<file path="src/rtl/muldiv_sequencer.sv">
// muldiv_sequencer
//
// Multi-cycle MULT/MULTU/DIV/DIVU engine that owns the HI/LO registers.
// It has no adder of its own: every ITER cycle it borrows the shared
// single-cycle ALU for one add (shift/add multiply) or one subtract
// (restoring divide) and consumes the combinational result that same cycle.
//
// Ports
//   clock, reset   rising-edge clock, synchronous active-high reset
//   Start_in       request, only honoured in IDLE or DONE
//   Op_in          00 MULTU, 01 MULT, 10 DIVU, 11 DIV (sampled with Start_in)
//   A_in, B_in     multiplicand/dividend and multiplier/divisor
//   Busy_out       high in PREP, ITER and FIX so the pipeline can stall
//   Done_out       one-cycle pulse in DONE, HI/LO already hold the result
//   Hi_out, Lo_out HI and LO registers
//   AluFunc_out, AluA_out, AluB_out   request to the shared ALU
//   AluResult_in   the shared ALU's combinational result

module muldiv_sequencer #(
   parameter int ITERATIONS = 32
) (
   input  logic        clock,
   input  logic        reset,
   input  logic        Start_in,
   input  logic [1:0]  Op_in,
   input  logic [31:0] A_in,
   input  logic [31:0] B_in,
   output logic        Busy_out,
   output logic        Done_out,
   output logic [31:0] Hi_out,
   output logic [31:0] Lo_out,
   output logic [5:0]  AluFunc_out,
   output logic [31:0] AluA_out,
   output logic [31:0] AluB_out,
   input  logic [31:0] AluResult_in
);

   localparam int CW = $clog2(ITERATIONS);
   localparam logic [CW-1:0] LAST_STEP = CW'(ITERATIONS - 1);
   localparam logic [5:0] FUNC_ADD = 6'b100000;
   localparam logic [5:0] FUNC_SUB = 6'b100010;

   typedef enum logic [2:0] {IDLE, PREP, ITER, FIX, DONE} state_t;

   state_t        state_q, state_d;
   logic [1:0]    op_q, op_d;
   logic [31:0]   aReg_q, aReg_d;
   logic [31:0]   bReg_q, bReg_d;
   logic          signA_q, signA_d;
   logic          signB_q, signB_d;
   logic [31:0]   opnd_q, opnd_d;
   logic [31:0]   workHi_q, workHi_d;
   logic [31:0]   workLo_q, workLo_d;
   logic [CW-1:0] count_q, count_d;
   logic [31:0]   hi_q, hi_d;
   logic [31:0]   lo_q, lo_d;

   logic        isSigned;
   logic        isDiv;
   logic [31:0] magA;
   logic [31:0] magB;
   logic [31:0] divShift;
   logic        divOut;
   logic        mulCarry;
   logic [63:0] product;
   logic [63:0] productNeg;
   logic        signsDiffer;

   // Operand decode and the arithmetic helpers used by the FSM below.
   // Magnitudes come straight from the latched raw operands; 0x80000000
   // negates to itself, which is exactly the unsigned magnitude we want.
   // The multiply carry is recovered from the 32-bit ALU sum by the usual
   // unsigned wrap test, and the divide "out" bit is the bit shifted off
   // the top of the partial remainder.
   assign isSigned    = op_q[0];
   assign isDiv       = op_q[1];
   assign magA        = (isSigned && aReg_q[31]) ? (32'd0 - aReg_q) : aReg_q;
   assign magB        = (isSigned && bReg_q[31]) ? (32'd0 - bReg_q) : bReg_q;
   assign divShift    = {workHi_q[30:0], workLo_q[31]};
   assign divOut      = workHi_q[31];
   assign mulCarry    = (AluResult_in < workHi_q);
   assign product     = {workHi_q, workLo_q};
   assign productNeg  = 64'd0 - product;
   assign signsDiffer = signA_q ^ signB_q;

   assign Hi_out = hi_q;
   assign Lo_out = lo_q;

   // Next-state and output logic.  Everything defaults to "hold" and the
   // ALU request defaults to an add of zeros so that the shared ALU sees a
   // harmless operation whenever we are not iterating.  HI/LO are only
   // written on the edge that enters DONE, so a stalled MFHI/MFLO keeps
   // reading the previous result for the whole operation.
   always_comb begin
      state_d     = state_q;
      op_d        = op_q;
      aReg_d      = aReg_q;
      bReg_d      = bReg_q;
      signA_d     = signA_q;
      signB_d     = signB_q;
      opnd_d      = opnd_q;
      workHi_d    = workHi_q;
      workLo_d    = workLo_q;
      count_d     = count_q;
      hi_d        = hi_q;
      lo_d        = lo_q;
      Busy_out    = 1'b0;
      Done_out    = 1'b0;
      AluFunc_out = FUNC_ADD;
      AluA_out    = 32'd0;
      AluB_out    = 32'd0;

      case (state_q)
         IDLE: begin
            if (Start_in) begin
               state_d = PREP;
               op_d    = Op_in;
               aReg_d  = A_in;
               bReg_d  = B_in;
            end
         end

         PREP: begin
            Busy_out = 1'b1;
            signA_d  = isSigned & aReg_q[31];
            signB_d  = isSigned & bReg_q[31];
            if (isDiv && (bReg_q == 32'd0)) begin
               // Divide by zero: skip the iterations and report the raw
               // dividend in HI with an all-ones quotient.
               hi_d    = aReg_q;
               lo_d    = 32'hFFFF_FFFF;
               state_d = DONE;
            end else begin
               count_d  = '0;
               workHi_d = 32'd0;
               workLo_d = isDiv ? magA : magB;
               opnd_d   = isDiv ? magB : magA;
               state_d  = ITER;
            end
         end

         ITER: begin
            Busy_out = 1'b1;
            if (isDiv) begin
               AluFunc_out = FUNC_SUB;
               AluA_out    = divShift;
               AluB_out    = opnd_q;
               if (divOut || (divShift >= opnd_q)) begin
                  workHi_d = AluResult_in;
                  workLo_d = {workLo_q[30:0], 1'b1};
               end else begin
                  workHi_d = divShift;
                  workLo_d = {workLo_q[30:0], 1'b0};
               end
            end else begin
               AluFunc_out = FUNC_ADD;
               AluA_out    = workHi_q;
               AluB_out    = opnd_q;
               if (workLo_q[0]) begin
                  workHi_d = {mulCarry, AluResult_in[31:1]};
                  workLo_d = {AluResult_in[0], workLo_q[31:1]};
               end else begin
                  workHi_d = {1'b0, workHi_q[31:1]};
                  workLo_d = {workHi_q[0], workLo_q[31:1]};
               end
            end
            if (count_q == LAST_STEP) begin
               state_d = FIX;
            end else begin
               count_d = count_q + 1'b1;
            end
         end

         FIX: begin
            // Sign bits are only ever set for MULT/DIV, so unsigned ops
            // pass through unchanged.  The remainder follows the dividend.
            Busy_out = 1'b1;
            if (isDiv) begin
               lo_d = signsDiffer ? (32'd0 - workLo_q) : workLo_q;
               hi_d = signA_q ? (32'd0 - workHi_q) : workHi_q;
            end else begin
               hi_d = signsDiffer ? productNeg[63:32] : product[63:32];
               lo_d = signsDiffer ? productNeg[31:0] : product[31:0];
            end
            state_d = DONE;
         end

         DONE: begin
            Done_out = 1'b1;
            if (Start_in) begin
               state_d = PREP;
               op_d    = Op_in;
               aReg_d  = A_in;
               bReg_d  = B_in;
            end else begin
               state_d = IDLE;
            end
         end

         default: begin
            state_d = IDLE;
         end
      endcase
   end

   // State register.  Reset is synchronous and clears every register,
   // including HI/LO, so a reset mid-operation simply abandons the work.
   always_ff @(posedge clock) begin
      if (reset) begin
         state_q  <= IDLE;
         op_q     <= 2'd0;
         aReg_q   <= 32'd0;
         bReg_q   <= 32'd0;
         signA_q  <= 1'b0;
         signB_q  <= 1'b0;
         opnd_q   <= 32'd0;
         workHi_q <= 32'd0;
         workLo_q <= 32'd0;
         count_q  <= '0;
         hi_q     <= 32'd0;
         lo_q     <= 32'd0;
      end else begin
         state_q  <= state_d;
         op_q     <= op_d;
         aReg_q   <= aReg_d;
         bReg_q   <= bReg_d;
         signA_q  <= signA_d;
         signB_q  <= signB_d;
         opnd_q   <= opnd_d;
         workHi_q <= workHi_d;
         workLo_q <= workLo_d;
         count_q  <= count_d;
         hi_q     <= hi_d;
         lo_q     <= lo_d;
      end
   end

endmodule

</file>
<file path="config.mk">
export PLATFORM = sky130hd
export DESIGN_NAME = muldiv_sequencer
export DESIGN_NICKNAME = d
export VERILOG_FILES = /design/src/rtl/muldiv_sequencer.sv
export SDC_FILE = /design/constraint.sdc
export NUM_CORES = 1
export LEC_CHECK = 0
export ABC_CLOCK_PERIOD_IN_PS = 6400
export CAP_MARGIN = 0
export CORE_MARGIN = 8
export CORE_UTILIZATION = 40
export CTS_CLUSTER_SIZE = 8
export DETAILED_ROUTE_END_ITERATION = 12
export PLACE_DENSITY_LB_ADDON = 0.05
export REMOVE_ABC_BUFFERS = 1
export SKIP_LAST_GASP = 1
export SLEW_MARGIN = 30
export SYNTH_ARGS = -nofsm -noshare
export SYNTH_HDL_FRONTEND = slang
export SYNTH_SLANG_ARGS = --single-unit
export TNS_END_PERCENT = 50
</file>
<file path="constraint.sdc">
create_clock -name clock -period 6.4 [get_ports clock]
set_input_delay 0.64 -clock clock [delete_from_list [all_inputs] [get_ports clock]]
set_output_delay 0.64 -clock clock [all_outputs]
set_load 0.05 [all_outputs]
</file>
# [Yosys cells after proc, flatten, opt, wreduce, memory -nomap -nowiden]
# Cells that the tools add are included.
[classes] addsub=6 n_eq_ne=10 n_mux=39 bitwise_logic=4 n_reduce_logical=16 n_lt_le_gt_ge=2
[ops] operator="$mux 32" n=22
[ops] operator="$pmux 32 s2" n=4
[ops] operator="$sub 1x32->32 const A" n=4
[ops] operator="$sub 1x64->64 const A" n=1
[ops] operator="$ge 32x32->1" n=1
[ops] operator="$logic_not 32->1" n=1
[ops] operator="$lt 32x32->1" n=1
[ops] operator="$pmux 3 s5" n=1
[ops] operator="$mux 5" n=2
[ops] operator="$ne 2x2->1 const B" n=5
[ops] operator="$pmux 5 s2" n=1
[ops] operator="$reduce_and 2->1" n=5
[ops] operator="$mux 3" n=3
[ops] operator="$eq 3x2->1 const B" n=2
[ops] operator="$add 5x1->5 const B" n=1
[ops] operator="$eq 5x5->1 const B" n=1
[ops] operator="$mux 1" n=4
[ops] operator="$mux 2" n=2
[ops] operator="$reduce_bool 2->1" n=2
[ops] operator="$eq 3x1->1 const B" n=1
[ops] operator="$eq 3x3->1 const B" n=1
[ops] operator="$logic_and 1x1->1" n=3
[ops] operator="$logic_not 3->1" n=1
[ops] operator="$reduce_and 3->1" n=1
[ops] operator="6 further kinds" n=7
[word_totals] word_cells=89 regBits=236 inputBits=101

# [Longest topological paths before layout]
# Gate-level depths: netlist of the first run.
[depth] ltp_word=5 ltp_mapped=12

# [Worst setup path after synthesis of the first run]
# Ideal clock, no wire load.
[synth_path] kind="reg2out" start="reg op_q[1]" end="out AluA_out[10]" required_time_ns=5.760 n_path_buf=5 arrival_ns=2.742 path_slack_ns=3.018 stages_incl_launch_ff=8 cell_sequence="dfxtp_1 -> clkbuf_1 -> clkbuf_1 -> buf_1 -> clkbuf_1 -> buf_1 -> mux2i_1 -> nor2_1"
[synth_between] elab_chain_len=2
[synth_rtl] item="from (decl)" line_no="46" rtl="logic [1:0] op_q, op_d;"
[synth_rtl] item="from (signal assigned)" line_no="224" rtl="op_q <= op_d;"
[synth_rtl] item="$mux 32" line_no="144" rtl="if (isDiv) begin"
[synth_rtl] item="$mux 32" line_no="113" rtl="case (state_q)"
[synth_rtl] item="to (decl)" line_no="33" rtl="output logic [31:0] AluA_out,"
# Every way passes these cells.

# [Worst setup path after layout of the first run]
[layout_path] start="reg op_q[1]" end="out AluFunc_out[1]"
[layout_between] elab_chain_len=2
[layout_rtl] item="$mux 2" line_no="144"
[layout_rtl] item="$mux 2" line_no="113"
[layout_rtl] item="to (decl)" line_no="32" rtl="output logic [5:0] AluFunc_out,"
# Every way passes these cells.

==> results of run 1 <==
==> cell usage after synthesis (12+ instances only) <==
cell type | count | area share
sky130_fd_sc_hd__a22oi_1 | 33 | 0.015
sky130_fd_sc_hd__xor2_1 | 41 | 0.022
sky130_fd_sc_hd__buf_1 | 17 | 0.0038
sky130_fd_sc_hd__o41ai_1 | 14 | 0.0073
sky130_fd_sc_hd__and2_1 | 14 | 0.0052
sky130_fd_sc_hd__inv_1 | 78 | 0.018
sky130_fd_sc_hd__ha_1 | 69 | 0.052
sky130_fd_sc_hd__mux2i_1 | 72 | 0.043
sky130_fd_sc_hd__o211ai_1 | 61 | 0.027
sky130_fd_sc_hd__clkbuf_1 | 182 | 0.041
sky130_fd_sc_hd__and3_1 | 12 | 0.0045
sky130_fd_sc_hd__o21ai_0 | 61 | 0.018
sky130_fd_sc_hd__or4_1 | 19 | 0.0085
sky130_fd_sc_hd__nand3_1 | 51 | 0.015
sky130_fd_sc_hd__o221ai_1 | 17 | 0.0089
sky130_fd_sc_hd__a211oi_1 | 29 | 0.013
sky130_fd_sc_hd__dfxtp_1 | 236 | 0.28
sky130_fd_sc_hd__a21o_1 | 15 | 0.0067
sky130_fd_sc_hd__a31oi_1 | 35 | 0.013
sky130_fd_sc_hd__nand4_1 | 23 | 0.0086
sky130_fd_sc_hd__or3_1 | 15 | 0.0056
sky130_fd_sc_hd__a211o_1 | 67 | 0.035
sky130_fd_sc_hd__nor4_1 | 30 | 0.011
sky130_fd_sc_hd__o22ai_1 | 18 | 0.0067
sky130_fd_sc_hd__xnor2_1 | 73 | 0.038
sky130_fd_sc_hd__nor2_1 | 217 | 0.049
sky130_fd_sc_hd__a21oi_1 | 218 | 0.065
sky130_fd_sc_hd__buf_2 | 16 | 0.0048
sky130_fd_sc_hd__o221a_2 | 12 | 0.0081
sky130_fd_sc_hd__o31ai_1 | 12 | 0.0054
sky130_fd_sc_hd__nand2_1 | 282 | 0.063
sky130_fd_sc_hd__nor3_1 | 113 | 0.034
==> cells by family after synthesis <==
group,share of synthesized area
AND/OR/NAND/NOR,0.225
AO/OA/AOI/OAI,0.259
buffers and inverters,0.0707
flip-flops,0.283
XOR/XNOR,0.0598
multiplexers,0.0501
adder cells (fa/ha/maj),0.0517
other,0.000450
==> metal layers <==
| metal | track usage | vias to the layer above |
|---|---|---|
| li1 | - | 8355 |
| met1 | 0.375 | 8400 |
| met2 | 0.430 | 667 |
| met3 | 0.0433 | 107 |
| met4 | 0.0933 | 0 |
| met5 | 0 | - |
==> registers in the layout, indices dropped and copies added (netlist names) <==
| signal | flops |
|---|---|
| bReg_q | 32 |
| Lo_out | 32 |
| workLo_q | 32 |
| op_q | 2 |
| state_q | 3 |
| opnd_q | 32 |
| count_q | 5 |
| aReg_q | 32 |
| signB_q | 1 |
| Hi_out | 32 |
| workHi_q | 32 |
| signA_q | 1 |
==> worst register-to-register path, stage by stage, from the launching register on <==
cell                       delay [ns]
sky130_fd_sc_hd__dfxtp_1         0.34
sky130_fd_sc_hd__inv_1           0.09
sky130_fd_sc_hd__ha_1            0.19
sky130_fd_sc_hd__or4b_1          0.55
sky130_fd_sc_hd__nor2_1          0.61
sky130_fd_sc_hd__nand4_1         0.65
sky130_fd_sc_hd__nand2_2         0.70
sky130_fd_sc_hd__buf_4           0.38
sky130_fd_sc_hd__o21ai_0         0.16
sky130_fd_sc_hd__a221oi_1        0.30
==> metrics by stage <==
step,util,setup TNS [ns]
after floorplan,-,-87.45
after global routing,0.485,0
after global placement,0.462,0
after CTS,0.485,0
final,0.485,0
after detailed placement,0.462,0
==> path summary, 6_finish.rpt <==
kind / endpoint / start / cells after the start / slack (ns)
setup reg to reg: Hi_out[18] / bReg_q[0] / 9 / 2.34
setup / recovery: AluFunc_out[1] / op_q[1] / 4 / 2.22
hold reg to reg: opnd_q[12] / opnd_q[12] / 2 / 0.45
hold / removal: opnd_q[12] / opnd_q[12] / 2 / 0.45
==> power by group through the flow <==
stage	clock network [µW]	logic [µW]	registers, µW
3_3_place_gp	0	1190	1690
4_1_cts	1730	1210	1660
5_1_grt	1790	1320	1670
6_report	1690	1220	1660
3_5_place_dp	0	1200	1690
2_1_floorplan	0	702	1690
==> area by class of cell <==
cell class,count,area share
Inverter,80,0.0150
Tap cell,539,0.0334
Sequential cell,236,0.234
Clock buffer,41,0.0471
Multi-Input combinational cell,1727,0.541
Timing Repair Buffer,267,0.129
==> impl_metrics.xml, run 1 <==
<?xml version="1.0" encoding="UTF-8"?>
<metrics>
  <group name="place">
    <metric name="place_area" unit="µm²">19200</metric>
    <metric name="place.gp.congestion" unit="">0.911</metric>
    <metric name="pre_cts_ws" unit="ns">2.34</metric>
    <metric name="post-place-cells" unit="">2849</metric>
    <metric name="hpwl" unit="µm">49800</metric>
    <metric name="numPortBuffers" unit="">231</metric>
  </group>
  <group name="die">
    <metric name="placement_rows" unit="">75</metric>
    <metric name="die_footprint" unit="µm²">48500</metric>
    <metric name="fp.dieW" unit="µm">220</metric>
    <metric name="dieHeight" unit="µm">220</metric>
    <metric name="placeableCoreArea" unit="µm²">41600</metric>
    <metric name="ios" unit="">237</metric>
    <metric name="start_util" unit="">0.402</metric>
  </group>
  <group name="drt">
    <metric name="initialDrtViolationCount" unit="">1960</metric>
    <metric name="firstDrtPassIters" unit="">8</metric>
    <metric name="routedLengthMet1" unit="µm">30900</metric>
    <metric name="met2WireLength" unit="µm">30800</metric>
    <metric name="antenna_violating_nets_post_route" unit="">0</metric>
    <metric name="routed_via_density" unit="">6.07</metric>
    <metric name="routed.top_layer" unit="">met4</metric>
    <metric name="vias" unit="">17500</metric>
    <metric name="routed_wire_length_per_instance" unit="µm">23.7</metric>
    <metric name="wl_met3" unit="µm">4510</metric>
    <metric name="drcViolationCount" unit="">0</metric>
    <metric name="drt-total-wl" unit="µm">68400</metric>
  </group>
  <group name="sta">
    <metric name="fin_worst_hold_slack" unit="ns">0.451</metric>
    <metric name="worst_clock_skew" unit="ns">0.0239</metric>
    <metric name="relSlewSlack" unit="">0.323</metric>
    <metric name="final_setup_violations" unit="">0</metric>
    <metric name="layout_setup_ws" unit="ns">2.22</metric>
    <metric name="hold_viol" unit="">0</metric>
    <metric name="max_freq" unit="MHz">240</metric>
    <metric name="final_period_minus_worst_setup_slack" unit="ns">4.18</metric>
    <metric name="layout_worst_path_cycle_share" unit="">0.652</metric>
    <metric name="timing.final.max_slew_violations" unit="">0</metric>
    <metric name="rsz_0062_raised_after_global_routing" unit="">no</metric>
    <metric name="worst-slew-pin-transition" unit="ns">1.01</metric>
  </group>
  <group name="clock_network">
    <metric name="cts-buffers-inserted" unit="">35</metric>
    <metric name="clock_sinks" unit="">236</metric>
    <metric name="clk_transition_reported_paths" unit="ns">0.05</metric>
    <metric name="cts-resized-gates" unit="">0</metric>
    <metric name="cts.repair_timing.setup_buffer_count" unit="">0</metric>
    <metric name="htree_levels" unit="">2</metric>
    <metric name="cts_buffer_depth" unit="">3</metric>
    <metric name="tritoncts_clock_tree" unit="">yes</metric>
    <metric name="clock_insertion_delay_worst_skew" unit="ns">0.54</metric>
    <metric name="holdBufCountCts" unit="">0</metric>
    <metric name="cts_root_buffer" unit="">sky130_fd_sc_hd__clkbuf_16</metric>
  </group>
  <group name="yosys">
    <metric name="synthesis.instances" unit="">2262</metric>
    <metric name="synth_ff_type" unit="">sky130_fd_sc_hd__dfxtp_1</metric>
    <metric name="synth.yosys.seq_area_share" unit="">0.283</metric>
    <metric name="synth_enable_flop_cells" unit="">0</metric>
    <metric name="yosysWarningCount" unit="">0</metric>
    <metric name="post_synthesis_area_per_instance" unit="µm²">7.38</metric>
    <metric name="count_of_unique_library_cells_instantiated_by_yosys" unit="">78</metric>
    <metric name="netlist_area" unit="µm²">16700</metric>
    <metric name="synth-seq-cells" unit="">236</metric>
    <metric name="async_flop_share" unit="">0</metric>
  </group>
  <group name="power">
    <metric name="power_density" unit="nW/µm²">227</metric>
    <metric name="power.net_switching" unit="µW">1610</metric>
    <metric name="power.switching_fraction" unit="">0.352</metric>
    <metric name="vdd_ir_drop_max" unit="V">0.000161</metric>
    <metric name="seq_power_share" unit="">0.363</metric>
    <metric name="power.static_leakage" unit="µW">0.00707</metric>
    <metric name="design_power_total" unit="µW">4580</metric>
    <metric name="internal_power" unit="µW">2970</metric>
    <metric name="clockPowerShare" unit="">0.370</metric>
    <metric name="share_comb_of_total_power" unit="">0.267</metric>
  </group>
  <group name="cells_and_area">
    <metric name="total_nets_final" unit="">2517</metric>
    <metric name="antenna-diode-count" unit="">0</metric>
    <metric name="non_filler_instance_count_after_layout" unit="">2890</metric>
    <metric name="layout.cells.most_common" unit="">sky130_fd_sc_hd__nand2_1</metric>
    <metric name="area_of_the_multi_input_gates" unit="µm²">10900</metric>
    <metric name="num-fill-cells" unit="">4239</metric>
    <metric name="drive_gt1_frac" unit="">0.0536</metric>
    <metric name="final-seq-area" unit="µm²">4730</metric>
    <metric name="stdcell_area" unit="µm²">20200</metric>
    <metric name="flow.area_growth_from_synthesis" unit="%">20.9</metric>
    <metric name="most-common-layout-cells" unit="">sky130_fd_sc_hd__nand2_1, sky130_fd_sc_hd__dfxtp_1, sky130_fd_sc_hd__clkdlybuf4s50_1</metric>
  </group>
  <group name="setup_path">
    <metric name="worstPathArrival" unit="ns">3.54</metric>
    <metric name="critical_path_class" unit="">register to primary output</metric>
    <metric name="critical_path.slowest_cell" unit="">sky130_fd_sc_hd__dfxtp_4</metric>
    <metric name="timing.critical_path.cells" unit="">buf_4 -&gt; inv_4 -&gt; nor2_1 -&gt; clkdlybuf4s50_1</metric>
    <metric name="cpLargestDelayFamily" unit="">buffers and inverters</metric>
    <metric name="critical_path.max_stage_delay" unit="ns">0.83</metric>
    <metric name="critical_path_required_time" unit="ns">5.76</metric>
    <metric name="type_of_element_capturing_the_critical_path" unit="">primary output</metric>
    <metric name="timing.critical_path.from_type" unit="">register</metric>
    <metric name="path_max_fanout" unit="">77</metric>
    <metric name="cp.buffers_inverters" unit="">3</metric>
  </group>
  <group name="hold_path">
    <metric name="hp-class" unit="">register to register</metric>
  </group>
  <group name="global_routing">
    <metric name="grt_first_pass_wirelength" unit="µm">103000</metric>
    <metric name="antenna_found_initial" unit="">0</metric>
    <metric name="maximum_number_of_pins_on_one_net_before_global_route_repair" unit="">121</metric>
    <metric name="grt-ovfl-total" unit="">0</metric>
    <metric name="first_global_vias" unit="">16600</metric>
    <metric name="grt.total_usage" unit="">0.273</metric>
  </group>
  <group name="status">
    <metric name="status" unit="">complete, no violations</metric>
  </group>
  <group name="run">
    <metric name="max_cap_viol_count" unit="">0</metric>
  </group>
</metrics>
No activity file was read; power rests on OpenSTA's default activity.
==> run 2: changes to the inputs <==
--- a/config.mk
+++ b/config.mk
@@ -5,7 +5,7 @@
 export SDC_FILE = /design/constraint.sdc
 export NUM_CORES = 1
 export LEC_CHECK = 0
-export ABC_CLOCK_PERIOD_IN_PS = 6400
+export ABC_CLOCK_PERIOD_IN_PS = 3540
 export CAP_MARGIN = 0
 export CORE_MARGIN = 8
 export CORE_UTILIZATION = 40
==> constraint.sdc (replaced) <==
create_clock -name clock -period 3.54 [get_ports clock]
set_input_delay 0.354 -clock clock [delete_from_list [all_inputs] [get_ports clock]]
set_output_delay 0.354 -clock clock [all_outputs]
set_load 0.05 [all_outputs]
==> run 2 against run 1 <==
  * Worst hold slack got worse by 0.36 ns
  * First-iteration DRC count down 8.9%
  * Sequential cell count unchanged
  * Register-to-register slack lost 2.0 ns
  * Cell count increased by 1.5%
  * Via count increased by 1.7%
  * Power grew 81%
  * Sequential power up 80%
  * Clock power grew 78%
  * Global-route usage rose by 0.70 points
==> impl_metrics.xml, run 2 (synthesis gave the netlist of run 1 again) <==
<?xml version="1.0" encoding="UTF-8"?>
<metrics>
  <group name="status">
    <metric name="status" unit="">complete, no violations</metric>
  </group>
  <group name="cells_and_area">
    <metric name="drive_gt1_frac" unit="">0.0873</metric>
    <metric name="antenna-diode-count" unit="">0</metric>
    <metric name="most-common-layout-cells" unit="">sky130_fd_sc_hd__nand2_1, sky130_fd_sc_hd__dfxtp_1, sky130_fd_sc_hd__a21oi_1</metric>
    <metric name="total_nets_final" unit="">2561</metric>
    <metric name="num-fill-cells" unit="">4142</metric>
    <metric name="area_of_the_multi_input_gates" unit="µm²">10900</metric>
    <metric name="flow.area_growth_from_synthesis" unit="%">21.9</metric>
    <metric name="layout.cells.most_common" unit="">sky130_fd_sc_hd__nand2_1</metric>
    <metric name="non_filler_instance_count_after_layout" unit="">2933</metric>
    <metric name="final-seq-area" unit="µm²">4730</metric>
  </group>
  <group name="drt">
    <metric name="vias" unit="">17800</metric>
    <metric name="drcViolationCount" unit="">0</metric>
    <metric name="firstDrtPassIters" unit="">5</metric>
    <metric name="antenna_violating_nets_post_route" unit="">0</metric>
    <metric name="initialDrtViolationCount" unit="">1785</metric>
    <metric name="drt-total-wl" unit="µm">70300</metric>
    <metric name="routed_wire_length_per_instance" unit="µm">24.0</metric>
    <metric name="routed_via_density" unit="">6.08</metric>
  </group>
  <group name="die">
    <metric name="die_footprint" unit="µm²">48500</metric>
    <metric name="fp.dieW" unit="µm">220</metric>
    <metric name="dieHeight" unit="µm">220</metric>
    <metric name="start_util" unit="">0.402</metric>
    <metric name="ios" unit="">237</metric>
    <metric name="placeableCoreArea" unit="µm²">41600</metric>
    <metric name="placement_rows" unit="">75</metric>
  </group>
  <group name="sta">
    <metric name="layout_worst_path_cycle_share" unit="">0.899</metric>
    <metric name="layout_setup_ws" unit="ns">0.356</metric>
    <metric name="worst_clock_skew" unit="ns">0.0214</metric>
    <metric name="fin_worst_hold_slack" unit="ns">0.0884</metric>
    <metric name="relSlewSlack" unit="">0.393</metric>
    <metric name="rsz_0062_raised_after_global_routing" unit="">no</metric>
    <metric name="timing.final.max_slew_violations" unit="">0</metric>
    <metric name="max_freq" unit="MHz">314</metric>
    <metric name="worst-slew-pin-transition" unit="ns">0.907</metric>
    <metric name="hold_viol" unit="">0</metric>
    <metric name="final_period_minus_worst_setup_slack" unit="ns">3.18</metric>
    <metric name="final_setup_violations" unit="">0</metric>
  </group>
  <group name="place">
    <metric name="numPortBuffers" unit="">231</metric>
    <metric name="place.gp.congestion" unit="">0.920</metric>
    <metric name="pre_cts_ws" unit="ns">0.421</metric>
    <metric name="hpwl" unit="µm">52600</metric>
    <metric name="post-place-cells" unit="">2893</metric>
  </group>
  <group name="global_routing">
    <metric name="first_global_vias" unit="">16800</metric>
    <metric name="grt.total_usage" unit="">0.280</metric>
    <metric name="maximum_number_of_pins_on_one_net_before_global_route_repair" unit="">97</metric>
    <metric name="grt-ovfl-total" unit="">0</metric>
    <metric name="antenna_found_initial" unit="">0</metric>
    <metric name="grt_first_pass_wirelength" unit="µm">105000</metric>
  </group>
  <group name="setup_path">
    <metric name="launching_element_of_the_worst_setup_path" unit="">bReg_q[0]</metric>
    <metric name="cp.buffers_inverters" unit="">4</metric>
    <metric name="timing.critical_path.cells" unit="">inv_1 -&gt; ha_1 -&gt; or4b_1 -&gt; nor2_1 -&gt; buf_4 -&gt; nand4_1 -&gt; buf_4 -&gt; nand2_2 -&gt; buf_4 -&gt; o21ai_0 -&gt; a211oi_1</metric>
    <metric name="critical_path.slowest_cell" unit="">sky130_fd_sc_hd__or4b_1</metric>
    <metric name="critical_path_class" unit="">register to register</metric>
    <metric name="cp_dominant_cell_by_count" unit="">sky130_fd_sc_hd__buf_4</metric>
    <metric name="critical_path_required_time" unit="ns">3.98</metric>
    <metric name="worstPathArrival" unit="ns">3.63</metric>
    <metric name="critical_path.max_stage_delay" unit="ns">0.49</metric>
    <metric name="timing.critical_path.from_type" unit="">register</metric>
    <metric name="cpLargestDelayFamily" unit="">simple AND/OR/NAND/NOR gates</metric>
    <metric name="reg2reg_from" unit="">bReg_q[0]</metric>
    <metric name="path_max_fanout" unit="">22</metric>
    <metric name="type_of_element_capturing_the_critical_path" unit="">register</metric>
  </group>
  <group name="clock_network">
    <metric name="cts-resized-gates" unit="">0</metric>
    <metric name="cts_buffer_depth" unit="">3</metric>
    <metric name="clock_insertion_delay_worst_skew" unit="ns">0.54</metric>
    <metric name="htree_levels" unit="">2</metric>
    <metric name="holdBufCountCts" unit="">0</metric>
    <metric name="cts.repair_timing.setup_buffer_count" unit="">0</metric>
    <metric name="clock_sinks" unit="">236</metric>
    <metric name="clk_transition_reported_paths" unit="ns">0.05</metric>
    <metric name="cts-buffers-inserted" unit="">35</metric>
    <metric name="cts_root_buffer" unit="">sky130_fd_sc_hd__clkbuf_16</metric>
    <metric name="tritoncts_clock_tree" unit="">yes</metric>
  </group>
  <group name="power">
    <metric name="vdd_ir_drop_max" unit="V">0.000255</metric>
    <metric name="power.static_leakage" unit="µW">0.00736</metric>
    <metric name="power_density" unit="nW/µm²">408</metric>
  </group>
  <group name="hold_path">
    <metric name="hp-start" unit="">reset</metric>
    <metric name="hp-class" unit="">primary input to register</metric>
  </group>
  <group name="run">
    <metric name="max_cap_viol_count" unit="">0</metric>
  </group>
</metrics>
==> run 2: layout make-up <==
class,count,area share
well taps,539,0.0331
inverters,80,0.0149
repair buffers,311,0.141
flip-flops and latches,236,0.232
clock buffers,39,0.0443
multi-input cells,1727,0.534
clock inverters,1,0.000430
==> run 2: worst paths after layout <==
path	end	slack (ns)	cells after the start
worst max register to register	Hi_out[16]	0.36	11
worst min-delay path	bReg_q[16]	0.09	2
worst min register to register	opnd_q[28]	0.45	2
worst max-delay path	Hi_out[16]	0.36	11
==> run 2: per-layer routing <==
metal	global-route usage	part of all wire
met1	0.387	0.45
met4	0.0730	0.024
met5	0	0
met3	0.0391	0.066
met2	0.452	0.46
==> run 2: where the power goes <==
part           total (µW)  internal (µW)  switching (µW)
clock                3000           1770            1230
combinational        2310            780            1530
sequential           2980           2780             203
total                8300           5330            2970
==> run 2: metrics by stage <==
stage / util / instance area [µm²] / TNS [ns] / power (µW)
finish: 0.490 / 20300 / 0 / 8300
floorplan: - / 15800 / -543.97 / 4320
global route: 0.490 / 20300 / 0 / 8650
global placement: 0.468 / 19400 / 0 / 5280
CTS: 0.490 / 20300 / 0 / 8320
detailed placement: 0.468 / 19400 / 0 / 5300
==> run 3: changes to the inputs <==
--- a/config.mk
+++ b/config.mk
@@ -5,7 +5,7 @@
 export SDC_FILE = /design/constraint.sdc
 export NUM_CORES = 1
 export LEC_CHECK = 0
-export ABC_CLOCK_PERIOD_IN_PS = 3540
+export ABC_CLOCK_PERIOD_IN_PS = 4150
 export CAP_MARGIN = 0
 export CORE_MARGIN = 8
 export CORE_UTILIZATION = 40
==> constraint.sdc (replaced) <==
create_clock -name clock -period 4.15 [get_ports clock]
set_input_delay 0.415 -clock clock [delete_from_list [all_inputs] [get_ports clock]]
set_output_delay 0.415 -clock clock [all_outputs]
set_load 0.05 [all_outputs]
==> run 3 against run 2 <==
  * Worst setup slack better by 0.40 ns
  * Sequential power is 15% lower
  * Clock power decreased by 13%
  * First-iteration DRC count is 6.8% higher
  * Register-to-register slack better by 0.49 ns
  * Non-clock buffer count shrank 11
  * Critical path type is now register to primary output
  * Highest routed layer unchanged
==> impl_metrics.xml, run 3 (synthesis gave the netlist of run 1 again) <==
<?xml version="1.0" encoding="UTF-8"?>
<metrics>
  <group name="cells_and_area">
    <metric name="drive_gt1_frac" unit="">0.0654</metric>
    <metric name="area_of_the_multi_input_gates" unit="µm²">10900</metric>
    <metric name="most-common-layout-cells" unit="">sky130_fd_sc_hd__nand2_1, sky130_fd_sc_hd__dfxtp_1, sky130_fd_sc_hd__clkdlybuf4s50_1</metric>
    <metric name="non_filler_instance_count_after_layout" unit="">2924</metric>
    <metric name="stdcell_area" unit="µm²">20400</metric>
    <metric name="flow.area_growth_from_synthesis" unit="%">22.2</metric>
    <metric name="antenna-diode-count" unit="">0</metric>
    <metric name="final-seq-area" unit="µm²">4730</metric>
    <metric name="num-fill-cells" unit="">4179</metric>
    <metric name="layout.cells.most_common" unit="">sky130_fd_sc_hd__nand2_1</metric>
    <metric name="total_nets_final" unit="">2550</metric>
  </group>
  <group name="die">
    <metric name="placement_rows" unit="">75</metric>
    <metric name="dieHeight" unit="µm">220</metric>
    <metric name="start_util" unit="">0.402</metric>
    <metric name="ios" unit="">237</metric>
    <metric name="die_footprint" unit="µm²">48500</metric>
    <metric name="fp.dieW" unit="µm">220</metric>
    <metric name="placeableCoreArea" unit="µm²">41600</metric>
  </group>
  <group name="clock_network">
    <metric name="htree_levels" unit="">2</metric>
    <metric name="cts.repair_timing.setup_buffer_count" unit="">0</metric>
    <metric name="cts-buffers-inserted" unit="">35</metric>
    <metric name="cts_buffer_depth" unit="">3</metric>
    <metric name="clock_insertion_delay_worst_skew" unit="ns">0.55</metric>
    <metric name="clock_sinks" unit="">236</metric>
    <metric name="clk_transition_reported_paths" unit="ns">0.05</metric>
    <metric name="holdBufCountCts" unit="">0</metric>
    <metric name="cts-resized-gates" unit="">0</metric>
    <metric name="tritoncts_clock_tree" unit="">yes</metric>
    <metric name="cts_root_buffer" unit="">sky130_fd_sc_hd__clkbuf_16</metric>
  </group>
  <group name="global_routing">
    <metric name="grt-ovfl-total" unit="">0</metric>
    <metric name="grt_util_met1" unit="">0.389</metric>
    <metric name="grt_first_pass_wirelength" unit="µm">106000</metric>
    <metric name="maximum_number_of_pins_on_one_net_before_global_route_repair" unit="">119</metric>
    <metric name="antenna_found_initial" unit="">0</metric>
    <metric name="grt.total_usage" unit="">0.282</metric>
    <metric name="first_global_vias" unit="">17100</metric>
    <metric name="grtUsageMet2" unit="">0.443</metric>
    <metric name="top_usage_layer" unit="">met2</metric>
    <metric name="met3_use_gr" unit="">0.0462</metric>
  </group>
  <group name="sta">
    <metric name="worst_clock_skew" unit="ns">0.0169</metric>
    <metric name="final_period_minus_worst_setup_slack" unit="ns">3.39</metric>
    <metric name="worst-slew-pin-transition" unit="ns">0.952</metric>
    <metric name="max_freq" unit="MHz">295</metric>
    <metric name="layout_setup_ws" unit="ns">0.755</metric>
    <metric name="rsz_0062_raised_after_global_routing" unit="">no</metric>
    <metric name="relSlewSlack" unit="">0.359</metric>
    <metric name="hold_viol" unit="">0</metric>
    <metric name="final_setup_violations" unit="">0</metric>
    <metric name="layout_worst_path_cycle_share" unit="">0.818</metric>
    <metric name="timing.final.max_slew_violations" unit="">0</metric>
  </group>
  <group name="drt">
    <metric name="routed_wire_length_per_instance" unit="µm">24.0</metric>
    <metric name="vias" unit="">17800</metric>
    <metric name="routed_via_density" unit="">6.09</metric>
    <metric name="initialDrtViolationCount" unit="">1907</metric>
    <metric name="antenna_violating_nets_post_route" unit="">0</metric>
    <metric name="drcViolationCount" unit="">0</metric>
    <metric name="drt-total-wl" unit="µm">70300</metric>
    <metric name="firstDrtPassIters" unit="">6</metric>
  </group>
  <group name="setup_path">
    <metric name="worstPathArrival" unit="ns">2.98</metric>
    <metric name="critical_path_class" unit="">register to primary output</metric>
    <metric name="critical_path_required_time" unit="ns">3.73</metric>
    <metric name="path_max_fanout" unit="">33</metric>
    <metric name="critPathCapture" unit="">AluFunc_out[1]</metric>
    <metric name="type_of_element_capturing_the_critical_path" unit="">primary output</metric>
    <metric name="ff2ff_setup_slack" unit="ns">0.85</metric>
    <metric name="reg2reg_from" unit="">workHi_q[17]</metric>
    <metric name="rr_endpoint" unit="">Hi_out[27]</metric>
    <metric name="critical_path.max_stage_delay" unit="ns">0.83</metric>
    <metric name="timing.critical_path.cells" unit="">buf_4 -&gt; inv_4 -&gt; nor2_1 -&gt; clkdlybuf4s50_1</metric>
    <metric name="launching_element_of_the_worst_setup_path" unit="">op_q[1]</metric>
    <metric name="ff2ff_path_depth" unit="">7</metric>
    <metric name="timing.critical_path.from_type" unit="">register</metric>
    <metric name="critical_path.slowest_cell" unit="">sky130_fd_sc_hd__clkdlybuf4s50_1</metric>
  </group>
  <group name="hold_path">
    <metric name="hp-class" unit="">primary input to register</metric>
    <metric name="hp-start" unit="">reset</metric>
  </group>
  <group name="power">
    <metric name="power_density" unit="nW/µm²">349</metric>
    <metric name="power.static_leakage" unit="µW">0.00723</metric>
    <metric name="vdd_ir_drop_max" unit="V">0.000243</metric>
  </group>
  <group name="place">
    <metric name="hpwl" unit="µm">51600</metric>
    <metric name="numPortBuffers" unit="">231</metric>
    <metric name="place.gp.congestion" unit="">0.945</metric>
    <metric name="place_area" unit="µm²">19500</metric>
    <metric name="post-place-cells" unit="">2882</metric>
    <metric name="pre_cts_ws" unit="ns">0.837</metric>
  </group>
  <group name="status">
    <metric name="status" unit="">complete, no violations</metric>
  </group>
  <group name="run">
    <metric name="max_cap_viol_count" unit="">0</metric>
  </group>
</metrics>
## run 3: cell types whose count changed in the layout (fill, tap and decap cells not counted), sizes merged
cell	before	now
clkbuf	39	40
buf	126	70
inv	80	79
clkdlybuf4s50	185	230
clkinv	1	3
## run 3: worst max-delay path: cells and delay by family, from the launching register on
family                 cells  cell delay [ns]
AND/OR/NAND/NOR            1             0.17
buffers and inverters      3             1.57
flip-flops                 1             0.63
## run 3: power by group
group          total, µW  switching (µW)  internal [µW]  leakage [µW]
sequential          2540             173           2370       0.00192
clock               2600            1090           1510      0.000451
combinational       1990            1310            681       0.00486
total               7130            2570           4560       0.00723
## run 3: how the worst min path moves through the flow
stage                      end  slack (ns)  depth (start not counted)
floorplan           opnd_q[10]        0.43                          2
global placement     opnd_q[7]        0.44                          2
detailed placement   opnd_q[7]        0.44                          2
CTS                 bReg_q[29]        0.34                          2
global route        bReg_q[23]        0.37                          2
finish              bReg_q[29]        0.35                          2
## run 3: per-stage QoR
stage / hold slack (ns) / power (µW) / TNS, ns / util
CTS: 0.336 / 7160 / 0 / 0.491
floorplan: 0.426 / 3690 / -423.57 / -
global placement: 0.444 / 4530 / 0 / 0.468
global route: 0.368 / 7430 / 0 / 0.491
finish: 0.353 / 7130 / 0 / 0.491
detailed placement: 0.445 / 4550 / 0 / 0.469
## run 3: routing by layer
metal	up-vias	share of wire	wire length, µm
met5	-	0	0
met4	0	0.029	2060
met3	116	0.069	4830
met2	699	0.45	31500
met1	8594	0.45	31900
li1	8399	-	-
## run 3: layout make-up
| cell class | count | share of cell area |
|---|---|---|
| clock buffer | 40 | 0.0438 |
| clock inverter | 2 | 0.00159 |
| tap | 539 | 0.0330 |
| inverter | 80 | 0.0148 |
| multi-input combinational | 1727 | 0.534 |
| timing repair buffer | 300 | 0.141 |
| sequential | 236 | 0.232 |
